`src/rtl/dht11_poll_scheduler_if.sv`:
```
// Reader trigger/response bus and validated-sample valid/ready stream of the DHT11 scheduler.
interface dht11_poll_scheduler_if;
    logic        rd_start;
    logic        rd_done;
    logic        rd_error;
    logic [39:0] rd_data;
    logic        out_valid;
    logic        out_ready;
    logic [15:0] out_hum;
    logic [15:0] out_temp;

    modport master (
        output rd_start,
        input  rd_done,
        input  rd_error,
        input  rd_data,
        output out_valid,
        output out_hum,
        output out_temp,
        input  out_ready
    );

    modport slave (
        input  rd_start,
        output rd_done,
        output rd_error,
        output rd_data,
        input  out_valid,
        input  out_hum,
        input  out_temp,
        output out_ready
    );
endinterface

```
`src/rtl/dht11_poll_scheduler.sv`:
```
// DHT11 acquisition scheduler: power-up wait, periodic/on-demand triggers with a minimum read gap,
// per-read timeout, checksum check with retries, and valid/ready publishing of the samples.
module dht11_poll_scheduler #(
    parameter int CYCLES_PER_MS = 12000,
    parameter int POWERUP_MS    = 1000,
    parameter int PERIOD_MS     = 2000,
    parameter int MIN_GAP_MS    = 1000,
    parameter int TIMEOUT_MS    = 30,
    parameter int RETRY_MS      = 1000,
    parameter int MAX_TRIES     = 3
) (
    input  logic                   clk,
    input  logic                   reset_n,
    input  logic                   enable,
    input  logic                   req_now,
    dht11_poll_scheduler_if.master bus,
    output logic                   fault,
    output logic [7:0]             err_count,
    output logic [15:0]            sample_count
);
    localparam int PW = (CYCLES_PER_MS > 1) ? $clog2(CYCLES_PER_MS) : 1;
    localparam int TW = 16;

    typedef enum logic [2:0] {
        S_POWERUP,
        S_IDLE,
        S_TRIGGER,
        S_WAIT,
        S_CHECK,
        S_FAIL,
        S_BACKOFF,
        S_PUBLISH
    } state_t;

    state_t          state;
    state_t          state_next;
    logic [PW-1:0]   presc;
    logic            tick;
    logic [TW-1:0]   state_ms;
    logic [TW-1:0]   gap_ms;
    logic [TW-1:0]   period_ms;
    logic            gap_ok;
    logic            period_done;
    logic            pending;
    logic [39:0]     frame;
    logic [7:0]      csum;
    logic            csum_ok;
    logic [7:0]      tries;
    logic            retry_left;
    logic            powerup_done;
    logic            period_restart;

    assign tick        = (presc == PW'(CYCLES_PER_MS - 1));
    assign gap_ok      = (gap_ms == TW'(MIN_GAP_MS));
    assign period_done = (period_ms == TW'(PERIOD_MS));
    assign csum        = frame[39:32] + frame[31:24] + frame[23:16] + frame[15:8];
    assign csum_ok     = (csum == frame[7:0]);
    assign retry_left  = (tries < 8'(MAX_TRIES));

    assign powerup_done   = (state == S_POWERUP) && (state_next == S_IDLE);
    assign period_restart = ((state == S_PUBLISH) && bus.out_ready) ||
                            ((state == S_FAIL) && !retry_left);

    assign bus.rd_start  = (state == S_TRIGGER);
    assign bus.out_valid = (state == S_PUBLISH);

    // State register; state_ms counts ms ticks since entering the current state.
    always_ff @(posedge clk or negedge reset_n) begin
        if (!reset_n) begin
            state    <= S_POWERUP;
            state_ms <= '0;
        end else begin
            state <= state_next;
            if (state != state_next)
                state_ms <= '0;
            else if (tick && (state_ms != '1))
                state_ms <= state_ms + 1'b1;
        end
    end

    // Error beats done in the same cycle; the gap must also be met before a retry.
    always_comb begin
        state_next = state;
        case (state)
            S_POWERUP: if (tick && (state_ms == TW'(POWERUP_MS - 1))) state_next = S_IDLE;
            S_IDLE:    if (enable && gap_ok && (period_done || req_now || pending))
                           state_next = S_TRIGGER;
            S_TRIGGER: state_next = S_WAIT;
            S_WAIT: begin
                if (bus.rd_error || (tick && (state_ms == TW'(TIMEOUT_MS - 1))))
                    state_next = S_FAIL;
                else if (bus.rd_done)
                    state_next = S_CHECK;
            end
            S_CHECK:   state_next = csum_ok ? S_PUBLISH : S_FAIL;
            S_FAIL:    state_next = retry_left ? S_BACKOFF : S_IDLE;
            S_BACKOFF: if ((state_ms >= TW'(RETRY_MS)) && gap_ok) state_next = S_TRIGGER;
            S_PUBLISH: if (bus.out_ready) state_next = S_IDLE;
            default:   state_next = S_POWERUP;
        endcase
    end

    // The gap counts as satisfied and the period as expired once power-up is over.
    always_ff @(posedge clk or negedge reset_n) begin
        if (!reset_n) begin
            presc     <= '0;
            gap_ms    <= '0;
            period_ms <= '0;
        end else begin
            presc <= tick ? '0 : presc + 1'b1;

            if (bus.rd_start)
                gap_ms <= '0;
            else if (powerup_done)
                gap_ms <= TW'(MIN_GAP_MS);
            else if (tick && !gap_ok)
                gap_ms <= gap_ms + 1'b1;

            if (powerup_done)
                period_ms <= TW'(PERIOD_MS);
            else if (period_restart)
                period_ms <= '0;
            else if ((state == S_IDLE) && tick && !period_done)
                period_ms <= period_ms + 1'b1;
        end
    end

    always_ff @(posedge clk or negedge reset_n) begin
        if (!reset_n) begin
            frame        <= '0;
            bus.out_hum  <= '0;
            bus.out_temp <= '0;
            tries        <= '0;
            fault        <= 1'b0;
            err_count    <= '0;
            sample_count <= '0;
            pending      <= 1'b0;
        end else begin
            if ((state == S_WAIT) && (state_next == S_CHECK))
                frame <= bus.rd_data;

            if ((state == S_CHECK) && csum_ok) begin
                bus.out_hum  <= frame[39:24];
                bus.out_temp <= frame[23:8];
            end

            if (state == S_TRIGGER)
                tries <= tries + 1'b1;

            if (state == S_FAIL) begin
                if (err_count != 8'hFF)
                    err_count <= err_count + 1'b1;
                if (!retry_left) begin
                    fault <= 1'b1;
                    tries <= '0;
                end
            end

            if ((state == S_PUBLISH) && bus.out_ready) begin
                sample_count <= sample_count + 1'b1;
                fault        <= 1'b0;
                tries        <= '0;
            end

            // A request is only forgotten once a read actually starts.
            if (req_now)
                pending <= 1'b1;
            else if (bus.rd_start)
                pending <= 1'b0;
        end
    end
endmodule
```
`src/flat_wrapper.sv`:
```
// flat-port wrapper written by rule: the top's interface ports become plain ports
module dht11_poll_scheduler_flat 
#(
    parameter int CYCLES_PER_MS = 12000,
    parameter int POWERUP_MS    = 1000,
    parameter int PERIOD_MS     = 2000,
    parameter int MIN_GAP_MS    = 1000,
    parameter int TIMEOUT_MS    = 30,
    parameter int RETRY_MS      = 1000,
    parameter int MAX_TRIES     = 3
)
  (clk, reset_n, enable, req_now, fault, err_count, sample_count, bus_rd_start, bus_rd_done, bus_rd_error, bus_rd_data, bus_out_valid, bus_out_hum, bus_out_temp, bus_out_ready);
  dht11_poll_scheduler_if bus_i ();
  input  logic clk;
  input  logic reset_n;
  input  logic enable;
  input  logic req_now;
  output logic fault;
  output logic [7:0] err_count;
  output logic [15:0] sample_count;
  output wire logic [$bits(bus_i.rd_start)-1:0] bus_rd_start;
  input wire logic [$bits(bus_i.rd_done)-1:0] bus_rd_done;
  input wire logic [$bits(bus_i.rd_error)-1:0] bus_rd_error;
  input wire logic [$bits(bus_i.rd_data)-1:0] bus_rd_data;
  output wire logic [$bits(bus_i.out_valid)-1:0] bus_out_valid;
  output wire logic [$bits(bus_i.out_hum)-1:0] bus_out_hum;
  output wire logic [$bits(bus_i.out_temp)-1:0] bus_out_temp;
  input wire logic [$bits(bus_i.out_ready)-1:0] bus_out_ready;
  assign bus_rd_start = bus_i.rd_start;
  assign bus_i.rd_done = bus_rd_done;
  assign bus_i.rd_error = bus_rd_error;
  assign bus_i.rd_data = bus_rd_data;
  assign bus_out_valid = bus_i.out_valid;
  assign bus_out_hum = bus_i.out_hum;
  assign bus_out_temp = bus_i.out_temp;
  assign bus_i.out_ready = bus_out_ready;
  dht11_poll_scheduler #(.CYCLES_PER_MS(CYCLES_PER_MS), .POWERUP_MS(POWERUP_MS), .PERIOD_MS(PERIOD_MS), .MIN_GAP_MS(MIN_GAP_MS), .TIMEOUT_MS(TIMEOUT_MS), .RETRY_MS(RETRY_MS), .MAX_TRIES(MAX_TRIES)) u_core (.clk(clk), .reset_n(reset_n), .enable(enable), .req_now(req_now), .bus(bus_i), .fault(fault), .err_count(err_count), .sample_count(sample_count));
endmodule
```
`config.mk`:
```
export PLATFORM = sky130hd
export DESIGN_NAME = dht11_poll_scheduler_flat
export DESIGN_NICKNAME = d
export VERILOG_FILES = /design/src/rtl/dht11_poll_scheduler_if.sv /design/src/rtl/dht11_poll_scheduler.sv /design/src/flat_wrapper.sv
export SDC_FILE = /design/constraint.sdc
export NUM_CORES = 1
export LEC_CHECK = 0
export ABC_AREA = 1
export CORE_UTILIZATION = 50
export CTS_CLUSTER_DIAMETER = 40
export DETAILED_ROUTE_END_ITERATION = 10
export PLACE_DENSITY = 0.84
export SLEW_MARGIN = 0
export SYNTH_ARGS = -nofsm -noshare
export SYNTH_HDL_FRONTEND = slang
export SYNTH_SLANG_ARGS = --single-unit
```
`constraint.sdc`:
```
create_clock -name clk -period 3.5 [get_ports clk]
set_input_delay 0.7 -clock clk [delete_from_list [all_inputs] [get_ports clk]]
set_output_delay 0.7 -clock clk [all_outputs]
set_load 0.02 [all_outputs]
```
==> impl_metrics.env <==
export IMPL_critPathCaptureType="register"
export IMPL_finalCritPeriodShare=1.07
export IMPL_ys_warn_count=0
export IMPL_critPathMaxFanout=6
export IMPL_ys_flop_type="dfrtp_1"
export IMPL_worstSetupPathType="register to register"
export IMPL_root_buffer="clkbuf_16"
export IMPL_swShare=0.246
export IMPL_cts_buffers=17
export IMPL_synth_area_sq_um=9560
export IMPL_power_switching_w=0.00100
export IMPL_die_area_sq_um=19700
export IMPL_timing_final_ws_setup_ns=-0.228
export IMPL_synth_avg_cell_area_sq_um=8.50
export IMPL_synth_largest_area_cell="dfrtp_1"
export IMPL_wl_per_cell_um=15.1
export IMPL_synth_cell_types=46
export IMPL_ff2ff_path_depth=17
export IMPL_drv_cap=0
export IMPL_maxClockFrequency_mhz=268
export IMPL_p_leak_nw=5.89
export IMPL_clk_path_buf_depth=2
export IMPL_grt_pass1_wl_mm=35.1
export IMPL_power_internal_w=0.00307
export IMPL_setup_violations=33
export IMPL_maxSlewViolCount=0
export IMPL_rows=50
export IMPL_chipHeight_um=140
export IMPL_outcome="finished with violations"
export IMPL_rr_startpoint="u_core.frame[25]"
export IMPL_cts_tree="yes"
export IMPL_finalWeightedCongestion=0.941
export IMPL_worstPathRequired_ns=3.83
export IMPL_rsz0062_at_grt="yes"
export IMPL_crit_arrival_ns=4.06
export IMPL_ys_async_sr_fraction=1.00
export IMPL_pre_cts_ws_ns=0.0343
export IMPL_synth_seq_cells=171
export IMPL_diodes=0
export IMPL_synth_edf_count=0
export IMPL_relSlewSlack=0.536
export IMPL_finalNetCount=1323
export IMPL_hpwlAfterDp_mm=14.9
export IMPL_violations="setup timing"
export IMPL_core_sq_um=18700
export IMPL_drt_iter0_markers=423
export IMPL_hold_violations=0
export IMPL_synth_cells=1124
export IMPL_regToRegSetupSlack_ns=-0.23
export IMPL_grt_max_degree=73
export IMPL_synth_nets=1203
export IMPL_critPathLaunchType="register"
export IMPL_clock_skew_ns=0.0132
export IMPL_area_delta_synth_final_pct=23.9
export IMPL_vias=7746
export IMPL_insertion_delay_ns=0.44
export IMPL_fin_crit_ns=3.73
export IMPL_pin_count=106
export IMPL_synth_top_cell_area_share=0.448
export IMPL_placed_area_sq_um=10800
export IMPL_seq_area_frac_synth=0.448
export IMPL_powerDensity_nw_per_um2=344
export IMPL_die_w_um=140
export IMPL_postCtsHoldBufs=0
export IMPL_htreeDepth=4
export IMPL_start_util=0.511
export IMPL_drive_above_1_share=0.196
export IMPL_combPwrFrac=0.029
export IMPL_portBuffers=105
export IMPL_tightest_slew_ns=0.695
export IMPL_p_seq_frac=0.486
export IMPL_yosys_top_cells_area="dfrtp_1 (45%), nand2_1 (7.9%), inv_1 (7.0%)"
export IMPL_worstReg2RegEnd="u_core.bus.out_hum[15]"
export IMPL_vias_per_cell=5.20
export IMPL_clkPwrFrac=0.485
export IMPL_path_clk_slew_ns=0.08
export IMPL_antenna_found_initial=0
export IMPL_cts_sinks=171
export IMPL_grt_pass1_vias=7418
export IMPL_hold_class="primary input to asynchronous set/reset pin"
export IMPL_grtUsageTotal=0.224
export IMPL_finalWirelength_mm=22.5
export IMPL_drt_pass1_iterations=5
export IMPL_postRouteAntennaNets=0
export IMPL_final_area_sq_um=11800
export IMPL_fin_total_pwr_w=0.00407
export IMPL_drc=0
export IMPL_peakVddDrop_mv=0.312
export IMPL_grt_overflow_total=0
[cell usage in the layout, fill, tap and decap left out, drive strengths merged]
cell type / synthesis / routed
a21oi: 25 / 25
xnor2: 21 / 21
nor4: 3 / 3
clkinvlp: 0 / 2
o221a: 1 / 1
nand4: 36 / 36
inv: 192 / 200
xor2: 40 / 40
o211ai: 1 / 1
nand3: 56 / 57
dfrtp: 171 / 171
o31ai: 2 / 2
mux2: 1 / 1
o21a: 1 / 1
bufinv: 0 / 1
buf: 21 / 15
and3: 2 / 2
clkbuf: 2 / 21
a31oi: 2 / 2
nand2b: 1 / 1
nand3b: 5 / 5
nand2: 249 / 249
mux2i: 1 / 1
or2: 2 / 2
a21o: 1 / 1
ha: 18 / 18
clkdlybuf4s50: 0 / 104
fa: 14 / 14
and2: 1 / 1
nor2: 113 / 113
o21ai: 109 / 109
nor3: 31 / 31
clkinv: 2 / 6
[flip-flops by register name, indices dropped and copies added, names as in the netlist]
register	count
u_core.state_ms	16
u_core.bus.out_temp	16
u_core.pending	1
u_core.err_count	8
u_core.state	3
u_core.period_ms	16
u_core.presc	14
u_core.tries	8
u_core.bus.out_hum	16
u_core.frame	40
u_core.sample_count	16
u_core.gap_ms	16
u_core.fault	1
[power by group through the flow]
| stage | Combinational (W) | Clock (W) | Sequential, W |
|---|---|---|---|
| after detailed placement | 0.000121 | 0 | 0.00202 |
| after floorplan | 0.0000167 | 0 | 0.00202 |
| after CTS | 0.000122 | 0.00199 | 0.00198 |
| final | 0.000118 | 0.00197 | 0.00198 |
| after global routing | 0.000134 | 0.00207 | 0.00198 |
| after global placement | 0.000120 | 0 | 0.00202 |
[through the flow]
| step | TNS [ns] | util | cells | hold slack [ns] |
|---|---|---|---|---|
| global placement | 0 | 0.579 | 1448 | 0.452 |
| finish | -5.38 | 0.633 | 1491 | 0.270 |
| detailed placement | 0 | 0.579 | 1448 | 0.466 |
| global route | -9.82 | 0.633 | 1491 | 0.328 |
| CTS | 0 | 0.612 | 1480 | 0.292 |
| floorplan | 0 | - | 1124 | 0.404 |
[critical path, cell delays in order, from the launching register on]
cell and delay, ns:
dfrtp_1 0.44, fa_1 0.58, inv_1 0.06, fa_1 0.50, inv_2 0.05, ha_4 0.16, fa_1 0.44, nand3_2 0.11
nand2_1 0.08, nand2_1 0.10, a21oi_1 0.09, nand3b_1 0.24, nor2_2 0.19, buf_4 0.15, nand3_4 0.13, buf_6 0.19
nand2_1 0.07, o21ai_1 0.06
[layer usage]
metal / wire (um) / global-route usage
met3: 1050 / 0.0561
met1: 9270 / 0.273
met5: 0 / 0
met4: 653 / 0.0758
met2: 11500 / 0.385
[timing repair]
action | in CTS | in global routing
setup endpoints to repair | 0 | 33
gates resized for setup | 0 | 82
buffers inserted | 0 | 3
[worst max path at each step]
stage,startpoint,endpoint,slack (ns),depth (start not counted)
2_1_floorplan,u_core.frame[9],u_core.bus.out_hum[14],0.20,15
3_3_place_gp,u_core.frame[9],u_core.bus.out_temp[6],0.16,14
3_5_place_dp,u_core.frame[9],u_core.bus.out_hum[3],0.03,14
4_1_cts,u_core.frame[9],u_core.bus.out_hum[13],0.004,14
5_1_grt,u_core.frame[25],u_core.bus.out_temp[9],-0.35,17
6_report,u_core.frame[25],u_core.bus.out_hum[15],-0.23,17
[synth_stat cells, types with 3 or more instances]
cell / count
inv_2: 15
nand2_1: 201
nand3_2: 3
buf_2: 10
o21ai_2: 40
o21ai_0: 49
nor2_2: 21
ha_1: 18
dfrtp_1: 171
nand3_1: 51
nor3_1: 26
xor2_1: 40
inv_1: 177
nor2_4: 4
nor2_1: 88
fa_1: 14
nor3_2: 5
buf_6: 10
nand4_1: 35
a21oi_1: 24
xnor2_1: 21
o21ai_1: 20
nand2_2: 47
nand3b_1: 3
[area by class of cell]
type / count / area, sq um
clock buffers: 17 / 425
clock inverters: 15 / 195
fillers: 1439 / 6870
inverters: 194 / 728
multi-input cells: 737 / 4600
flip-flops and latches: 171 / 4280
well taps: 234 / 293
repair buffers: 123 / 1320
[cells by family after synthesis]
family                   share of synthesized area
flip-flops                                   0.448
AO/OA/AOI/OAI                               0.0927
buffers and inverters                       0.0948
AND/OR/NAND/NOR                              0.254
XOR/XNOR                                    0.0559
multiplexers                               0.00223
adder cells (fa/ha/maj)                     0.0529
Note: power is estimated with default switching activity, not from simulation.
